### config.mk
export PLATFORM = sky130hd
export DESIGN_NAME = uart_rx
export DESIGN_NICKNAME = d
export VERILOG_FILES = /design/src/rtl/uart_pkg.sv /design/src/rtl/rx_fifo.sv /design/src/rtl/uart_rx.sv
export SDC_FILE = /design/constraint.sdc
export NUM_CORES = 1
export LEC_CHECK = 0
export ABC_AREA = 1
export ABC_CLOCK_PERIOD_IN_PS = 2670
export BUFFER_PORTS_ARGS = -buffer_cell sky130_fd_sc_hd__buf_4
export CAP_MARGIN = 20
export CORE_ASPECT_RATIO = 1.4
export CORE_MARGIN = 4
export CORE_UTILIZATION = 60
export DETAILED_ROUTE_END_ITERATION = 10
export PLACE_DENSITY_LB_ADDON = 0.1
export SYNTH_ARGS = -nofsm -noshare
export SYNTH_HDL_FRONTEND = slang
export SYNTH_SLANG_ARGS = --single-unit
export TNS_END_PERCENT = 1
### constraint.sdc
create_clock -name clk -period 2.67 [get_ports clk]
set_input_delay 0.267 -clock clk [delete_from_list [all_inputs] [get_ports clk]]
set_output_delay 0.267 -clock clk [all_outputs]
set_load 0.05 [all_outputs]
### src/rtl/uart_pkg.sv
// Shared UART definitions: receiver state encoding and frame constants.
package uart_pkg;

   localparam int unsigned DATA_BITS            = 8;
   localparam int unsigned DEFAULT_CLKS_PER_BIT = 434;

   typedef enum logic [2:0] {
      IDLE,
      START,
      DATA,
      STOP,
      WAIT_IDLE
   } rx_state_e;

endpackage

### src/rtl/rx_fifo.sv
// Show-ahead synchronous FIFO; a push into a full FIFO is accepted when a pop occurs in the same cycle.
module rx_fifo #(
   parameter int unsigned WIDTH = 8,
   parameter int unsigned DEPTH = 4
) (
   input  logic                     clk,
   input  logic                     rst,
   input  logic                     push_i,
   input  logic [WIDTH-1:0]         wdata_i,
   input  logic                     pop_i,
   output logic [WIDTH-1:0]         rdata_o,
   output logic                     full_o,
   output logic                     empty_o,
   output logic [$clog2(DEPTH):0]   fill_o
);

   localparam int unsigned AW = $clog2(DEPTH);

   logic [WIDTH-1:0] mem_q [DEPTH];
   logic [AW-1:0]    wr_ptr_q;
   logic [AW-1:0]    rd_ptr_q;
   logic [AW:0]      fill_q;
   logic             do_pop_c;
   logic             do_push_c;

   assign empty_o   = (fill_q == '0);
   assign full_o    = (fill_q == (AW+1)'(DEPTH));
   assign fill_o    = fill_q;
   assign rdata_o   = mem_q[rd_ptr_q];
   assign do_pop_c  = pop_i && !empty_o;
   assign do_push_c = push_i && (!full_o || do_pop_c);

   // Storage, pointers (power-of-two depth wraps naturally) and occupancy.
   always_ff @(posedge clk) begin
      if (rst) begin
         wr_ptr_q <= '0;
         rd_ptr_q <= '0;
         fill_q   <= '0;
         for (int unsigned i = 0; i < DEPTH; i++) begin
            mem_q[i] <= '0;
         end
      end else begin
         if (do_push_c) begin
            mem_q[wr_ptr_q] <= wdata_i;
            wr_ptr_q        <= wr_ptr_q + AW'(1);
         end
         if (do_pop_c) begin
            rd_ptr_q <= rd_ptr_q + AW'(1);
         end
         if (do_push_c && !do_pop_c) begin
            fill_q <= fill_q + (AW+1)'(1);
         end else if (do_pop_c && !do_push_c) begin
            fill_q <= fill_q - (AW+1)'(1);
         end
      end
   end

endmodule

### src/rtl/uart_rx.sv
// 8N1 UART receiver with mid-bit sampling, frame-error detection and a small receive FIFO.
module uart_rx
   import uart_pkg::*;
#(
   parameter int unsigned CLKS_PER_BIT = DEFAULT_CLKS_PER_BIT,
   parameter int unsigned FIFO_DEPTH   = 4
) (
   input  logic                          clk,
   input  logic                          rst,
   input  logic                          rxd,
   output logic [DATA_BITS-1:0]          rx_data,
   output logic                          rx_valid,
   input  logic                          rx_ready,
   output logic                          frame_err,
   output logic                          overrun,
   output logic [$clog2(FIFO_DEPTH):0]   fill
);

   localparam int unsigned TW = $clog2(CLKS_PER_BIT);
   localparam int unsigned IW = $clog2(DATA_BITS);

   rx_state_e            state_q, state_d;
   logic [TW-1:0]        timer_q, timer_d;
   logic [IW-1:0]        idx_q, idx_d;
   logic [DATA_BITS-1:0] shift_q, shift_d;
   logic                 sync1_q, rxd_s_q;
   logic                 frame_err_q, frame_err_d;
   logic                 overrun_q, overrun_d;
   logic                 push_c;
   logic                 pop_c;
   logic                 full_c;
   logic                 empty_c;

   assign rx_valid  = !empty_c;
   assign pop_c     = rx_valid && rx_ready;
   assign frame_err = frame_err_q;
   assign overrun   = overrun_q;

   // Two-flop synchronizer on the asynchronous serial line; idles high.
   always_ff @(posedge clk) begin
      if (rst) begin
         sync1_q <= 1'b1;
         rxd_s_q <= 1'b1;
      end else begin
         sync1_q <= rxd;
         rxd_s_q <= sync1_q;
      end
   end

   // Receiver state and datapath registers.
   always_ff @(posedge clk) begin
      if (rst) begin
         state_q     <= IDLE;
         timer_q     <= '0;
         idx_q       <= '0;
         shift_q     <= '0;
         frame_err_q <= 1'b0;
         overrun_q   <= 1'b0;
      end else begin
         state_q     <= state_d;
         timer_q     <= timer_d;
         idx_q       <= idx_d;
         shift_q     <= shift_d;
         frame_err_q <= frame_err_d;
         overrun_q   <= overrun_d;
      end
   end

   // Frame decoding: centre the start bit, then sample each data bit and the stop bit one bit time apart.
   always_comb begin
      state_d     = state_q;
      timer_d     = timer_q + TW'(1);
      idx_d       = idx_q;
      shift_d     = shift_q;
      frame_err_d = 1'b0;
      push_c      = 1'b0;
      unique case (state_q)
         IDLE: begin
            timer_d = '0;
            if (!rxd_s_q) state_d = START;
         end
         START: begin
            if (timer_q == TW'(CLKS_PER_BIT / 2 - 1)) begin
               timer_d = '0;
               idx_d   = '0;
               state_d = rxd_s_q ? IDLE : DATA;
            end
         end
         DATA: begin
            if (timer_q == TW'(CLKS_PER_BIT - 1)) begin
               timer_d        = '0;
               shift_d[idx_q] = rxd_s_q;
               if (idx_q == IW'(DATA_BITS - 1)) begin
                  state_d = STOP;
               end else begin
                  idx_d = idx_q + IW'(1);
               end
            end
         end
         STOP: begin
            if (timer_q == TW'(CLKS_PER_BIT - 1)) begin
               timer_d = '0;
               if (rxd_s_q) begin
                  push_c  = 1'b1;
                  state_d = IDLE;
               end else begin
                  frame_err_d = 1'b1;
                  state_d     = WAIT_IDLE;
               end
            end
         end
         WAIT_IDLE: begin
            timer_d = '0;
            if (rxd_s_q) state_d = IDLE;
         end
         default: begin
            state_d = IDLE;
         end
      endcase
   end

   // Sticky overrun: a completed byte found the FIFO full with no pop to make room.
   always_comb begin
      overrun_d = overrun_q | (push_c && full_c && !pop_c);
   end

   rx_fifo #(
      .WIDTH (DATA_BITS),
      .DEPTH (FIFO_DEPTH)
   ) u_fifo (
      .clk     (clk),
      .rst     (rst),
      .push_i  (push_c),
      .wdata_i (shift_q),
      .pop_i   (pop_c),
      .rdata_o (rx_data),
      .full_o  (full_c),
      .empty_o (empty_c),
      .fill_o  (fill)
   );

endmodule

==> flow_summary.ini, run 1 <==
[outcome]
status = finished, final reports clean

[final_layout]
nets = 414
final_core_util = 0.693
layout-drive-gt1-share = 0.157
final_cell_mix = nor2_1 (79), nand2_1 (72), inv_1 (45)
final_common_cell = nor2_1
n_antenna_cell = 0
syn_to_final_growth_pct = 12.1

[timing]
finalSetupViolations = 0
max_freq_mhz = 441
hold_viol = 0
skew_ns = 0.00597
tightest_slew_ns = 0.489
rsz0062_at_grt = no
tns_ns = 0
slew_headroom = 0.674
drv_slew = 0
timing.final.crit_period_ns = 2.27
period_share = 0.849

[power_and_ir_drop]
p_int_mw = 1.95
ir_drop_mv = 0.603
total_leakage_power_nw = 1.46
p_comb_frac = 0.334
p_clk_frac = 0.263
switchingPower_mw = 1.25
swShare = 0.392
power.density_mw_per_mm2 = 889
seq_power_share = 0.403

[setup_path]
worstPathMaxFanout = 7
cp_slowest_stage_delay_ns = 0.41
crit_path_start_kind = flip-flop
worst-path-stages = 14
worstPathArrival_ns = 2.50
r2r_slack_ns = 0.40
r2r-end = u_fifo.fill_o[2]
path_cells = ha_1 -> nand2_1 -> nor2_4 -> nand2_4 -> clkinv_4 -> nand3_2 -> inv_1 -> ha_1 -> inv_1 -> fa_1 -> a21oi_1 -> o21ai_0 -> o21ai_0 -> a21oi_1
critPathLaunch = timer_q[0]
worstSetupPathType = reg2reg
slowest_stage = dfxtp_1
rr_worst_depth = 14
crit_path_end_kind = flip-flop
required_ns = 2.90
r2r-start = timer_q[0]
cp-endpoint = u_fifo.fill_o[2]
cp.buffers_inverters = 3
cpLargestDelayFamily = adder cells

[global_route]
grt_pass1_wl_um = 10200
grt-ovfl-total = 0
antenna_found_initial = 0
grt_use_total = 0.196
grt_max_degree = 24
grt_pass1_vias = 2262

[yosys]
ys.flop_type = dfxtp_1
ys_seq_elements = 68
syn_inst = 379
synth_top_cell_area_share = 0.299
syn_area_per_cell_um2 = 8.47
synth_area_mm2 = 0.00321
ys_async_sr_fraction = 0
yosysTopAreaCell = edfxtp_1
synth_fp_nets = 390
yosysUniqueCellTypes = 33
ys_seq_area_frac = 0.524
yosys_warnings = 0
synth_edf_count = 32
synth_area_leaders = edfxtp_1 (30%), dfxtp_1 (22%), nor2_1 (9.2%)

[cts]
h-tree-depth = 3
cts.sinks = 68
root_buffer = clkbuf_8
cts_resized = 0
cts.clk_slew.worst_paths_ns = 0.08
holdBufCountCts = 0
cts_tree = done
cts.path.max_buffers = 2
post_cts_buffers = 0
cts_made_buffers = 9
clock_latency_ns = 0.34

[route]
avgRoutedWirePerCell_um = 12.3
drtIter0Drc = 90
dr.pass1.iters = 4
drc_errors = 0
drt_wl_total_um = 5850
dr_total_vias = 2397
viasPerCell = 5.06
ant_nets = 0

[place]
gp_congestion = 0.957
hpwlAfterDp_um = 4350
numPortBuffers = 17

[floorplan]
rows = 31
core_area_mm2 = 0.00520
die_h_um = 94.6
initial_utilization = 0.618
ios = 18
die_w_um = 69.8
die_area_mm2 = 0.00660

[min_path]
min_path_cells = 2
hold_class = in2reg

[job]
drv_cap = 0
## synth_stat cells (all sizes together) (2+ instances only)
| library cell | instances |
|---|---|
| or2 | 3 |
| inv | 47 |
| dfxtp | 36 |
| buf | 4 |
| edfxtp | 32 |
| nand2 | 75 |
| o22ai | 8 |
| nor2 | 93 |
| nand3 | 15 |
| o21ai | 23 |
| clkbuf | 3 |
| nand4 | 2 |
| ha | 6 |
| xor2 | 5 |
| nor3 | 10 |
| a21oi | 11 |
| xnor2 | 2 |
## per-layer routing
layer / global-route usage / share of wire / up-vias
met4: 0.0942 / 0.014 / 0
li1: - / - / 1263
met2: 0.366 / 0.55 / 37
met5: 0 / 0 / -
met3: 0.0288 / 0.032 / 7
met1: 0.217 / 0.41 / 1090
## how the worst min path moves through the flow
| stage | startpoint | endpoint | slack (ns) |
|---|---|---|---|
| finish | rxd | sync1_q | 0.11 |
| global route | rxd | sync1_q | 0.11 |
| CTS | rxd | sync1_q | 0.10 |
| detailed placement | sync1_q | rxd_s_q | 0.42 |
| global placement | sync1_q | rxd_s_q | 0.42 |
| floorplan | rst | timer_q[1] | 0.34 |
## worst reg2reg max path, cell delays in order (launching register included)
cell,delay [ns]
dfxtp_1,0.41
ha_1,0.20
nand2_1,0.09
nor2_4,0.10
nand2_4,0.09
clkinv_4,0.06
nand3_2,0.09
inv_1,0.08
ha_1,0.14
inv_1,0.06
fa_1,0.38
a21oi_1,0.14
o21ai_0,0.11
o21ai_0,0.15
a21oi_1,0.05
## stage by stage
| step | area [µm²] | instances | setup WS (ns) | hold WS [ns] | power [mW] |
|---|---|---|---|---|---|
| floorplan | 3210 | 379 | 0.396 | 0.343 | 2.12 |
| detailed placement | 3400 | 458 | 0.397 | 0.425 | 2.39 |
| finish | 3600 | 474 | 0.404 | 0.106 | 3.20 |
| global route | 3600 | 474 | 0.117 | 0.110 | 3.40 |
| CTS | 3600 | 474 | 0.396 | 0.100 | 3.21 |
| global placement | 3400 | 458 | 0.506 | 0.424 | 2.37 |
## registers in the layout (all words and copies together), names as in the netlist, named ones only
name             cells
timer_q              9
idx_q                3
overrun              1
sync1_q              1
u_fifo.rd_ptr_q      2
u_fifo.fill_o        3
frame_err            1
u_fifo.mem_q        32
shift_q              8
rxd_s_q              1
state_q              3
u_fifo.wr_ptr_q      2
## layout make-up
cell class / instances / area [µm²]
Fill cell: 455 / 1600
Inverter: 48 / 185
Sequential cell: 68 / 1680
Timing Repair Buffer: 20 / 150
Clock inverter: 7 / 75.1
Multi-Input combinational cell: 256 / 1300
Clock buffer: 9 / 124
Tap cell: 66 / 82.6
## cell families after synthesis
kind of cell             count (synthesis)  synth area share
AO/OA/AOI/OAI                           43            0.0709
XOR/XNOR                                 7            0.0191
adder cells (fa/ha/maj)                  7            0.0296
buffers and inverters                   55            0.0709
flip-flops                              68             0.524
AND/OR/NAND/NOR                        199             0.286
## power by group through the flow
stage / Sequential (mW) / Combinational, mW / Clock [mW]
3_5_place_dp: 1.31 / 1.07 / 0
6_report: 1.29 / 1.07 / 0.841
2_1_floorplan: 1.35 / 0.772 / 0
3_3_place_gp: 1.31 / 1.06 / 0
4_1_cts: 1.29 / 1.08 / 0.848
5_1_grt: 1.30 / 1.21 / 0.889
(Power assumes the default switching activity.)
==> inputs of run 2 (changes only) <==
--- a/config.mk
+++ b/config.mk
@@ -6,12 +6,12 @@
 export NUM_CORES = 1
 export LEC_CHECK = 0
 export ABC_AREA = 1
-export ABC_CLOCK_PERIOD_IN_PS = 2670
+export ABC_CLOCK_PERIOD_IN_PS = 2000
 export BUFFER_PORTS_ARGS = -buffer_cell sky130_fd_sc_hd__buf_4
 export CAP_MARGIN = 20
 export CORE_ASPECT_RATIO = 1.4
 export CORE_MARGIN = 4
-export CORE_UTILIZATION = 60
+export CORE_UTILIZATION = 54
 export DETAILED_ROUTE_END_ITERATION = 10
 export PLACE_DENSITY_LB_ADDON = 0.1
 export SYNTH_ARGS = -nofsm -noshare
==> constraint.sdc (replaced) <==
create_clock -name clk -period 2 [get_ports clk]
set_input_delay 0.2 -clock clk [delete_from_list [all_inputs] [get_ports clk]]
set_output_delay 0.2 -clock clk [all_outputs]
set_load 0.05 [all_outputs]
==> run 2 against run 1 <==
Effect of this change:
- the flow now finishes with violations (negative setup slack)
- critical path depth increased by 1
- die area increased by 10%
- clock skew is 0.0010 ns lower
- count of clock-buffer cells in the layout rose by 1
- sequential share of layout area shrank 3.3 points
- cell count grew 6.3%
- worst setup slack worse by 0.41 ns
- fmax grew 13%
- highest routed layer unchanged
==> flow_summary.ini, run 2 (synthesis results as in run 1) <==
[timing]
drv_slew = 0
rsz0062_at_grt = yes
skew_ns = 0.00493
timing.final.crit_period_ns = 2.00
tns_ns = -0.00465
max_freq_mhz = 499
tightest_slew_ns = 0.427
slew_headroom = 0.715
fin_ws_ns = -0.00465
hold_viol = 0
period_share = 1.00
finalSetupViolations = 1

[floorplan]
ios = 18
rows = 33
die_h_um = 99.2
core_area_mm2 = 0.00582
initial_utilization = 0.551
die_area_mm2 = 0.00726
die_w_um = 73.2

[global_route]
antenna_found_initial = 0
grt_pass1_wl_um = 11200
grt_use_total = 0.199
grt_max_degree = 17
grt-ovfl-total = 0
grt_pass1_vias = 2570

[power_and_ir_drop]
p_comb_frac = 0.352
power.density_mw_per_mm2 = 1170
swShare = 0.375
p_clk_frac = 0.278
ir_drop_mv = 0.770
total_leakage_power_nw = 1.61
switchingPower_mw = 1.71
p_int_mw = 2.84
seq_power_share = 0.371
power_mw = 4.55

[outcome]
violations = negative setup slack
status = finished, violations left

[route]
viasPerCell = 4.96
avgRoutedWirePerCell_um = 12.7
drtIter0Drc = 182
dr_total_vias = 2500
ant_nets = 0
drc_errors = 0
dr.pass1.iters = 4
drt_wl_total_um = 6430

[min_path]
hold_class = in2reg

[final_layout]
top_register = u_fifo.mem_q
layout-drive-gt1-share = 0.237
largestRegisters = u_fifo.mem_q (32), timer_q (9), shift_q (8)
n_antenna_cell = 0
final_cell_mix = nor2_1 (79), nand2_1 (71), buf_4 (44)
syn_to_final_growth_pct = 21.2
final_common_cell = nor2_1
nets = 440
largest_reg_flops = 32

[setup_path]
crit_path_start_kind = flip-flop
slowest_stage = fa_2
worstPathMaxFanout = 3
cpLargestDelayFamily = adder cells
path_cells = inv_2 -> ha_4 -> nand2_2 -> nor2_4 -> nand2_4 -> clkinv_4 -> nand3_2 -> inv_2 -> ha_4 -> inv_2 -> fa_2 -> a21oi_2 -> o21ai_1 -> o21ai_1 -> a21oi_1
cp_slowest_stage_delay_ns = 0.34
required_ns = 2.22
crit_top_cell = inv_2
worstSetupPathType = reg2reg
worstPathArrival_ns = 2.23
cp.buffers_inverters = 4
crit_path_end_kind = flip-flop

[place]
gp_congestion = 0.894
hpwlAfterDp_um = 4650
numPortBuffers = 17

[cts]
clock_latency_ns = 0.34
cts.sinks = 68
cts_tree = done
root_buffer = clkbuf_8
cts.path.max_buffers = 2
cts.clk_slew.worst_paths_ns = 0.08
cts_made_buffers = 9
h-tree-depth = 3

[job]
drv_cap = 0
run 2: changes by cell type in the layout (fill, tap and decap cells not counted), moves of 3 or more:
cell | before | now
dfxtp_2 | 0 | 5
dfxtp_1 | 36 | 31
inv_1 | 45 | 42
inv_2 | 2 | 5
buf_4 | 20 | 44
run 2: power groups by stage:
stage | combinational, mW | sequential (mW) | clock [mW]
after global placement | 1.53 | 1.71 | 0
after floorplan | 1.03 | 1.80 | 0
after CTS | 1.61 | 1.69 | 1.28
after global routing | 1.79 | 1.70 | 1.34
after detailed placement | 1.56 | 1.71 | 0
final | 1.60 | 1.69 | 1.26
run 2: final timing paths:
kind,from,slack (ns),end,cells past startpoint
hold reg to reg,sync1_q,0.44,rxd_s_q,1
setup reg to reg,timer_q[1],-0.005,u_fifo.fill_o[2],15
setup / recovery,timer_q[1],-0.005,u_fifo.fill_o[2],15
hold / removal,rxd,0.04,sync1_q,2
run 2: final cells by class:
type / count / area (µm²)
Clock buffer: 10 / 138
Clock inverter: 6 / 87.6
Fill cell: 490 / 1930
Inverter: 48 / 185
Multi-Input combinational cell: 256 / 1340
Sequential cell: 68 / 1690
Tap cell: 70 / 87.6
Timing Repair Buffer: 46 / 370
run 2: per-layer routing:
metal / global-route usage / wire (µm)
met1: 0.206 / 2550
met2: 0.376 / 3600
met3: 0.0303 / 172
met4: 0.0938 / 97
met5: 0 / 0
run 2: per-stage QoR:
stage	instance area [µm²]	util	hold slack, ns	instances	setup WS [ns]
finish	3890	0.668	0.0444	504	-0.00465
global route	3890	0.668	0.0491	504	-0.0948
CTS	3890	0.668	0.0335	504	0.00610
detailed placement	3600	0.618	0.389	484	-0.0864
global placement	3600	0.618	0.389	484	-0.0292
floorplan	3210	-	0.276	379	-0.0767
run 2: what timing repair did:
item	in CTS	in global routing
buffers inserted	4	0
hold endpoints to repair	0	0
hold buffers	0	0
endpoints found under the setup margin	1	9
pin swaps	4	3
gates resized for setup	14	0
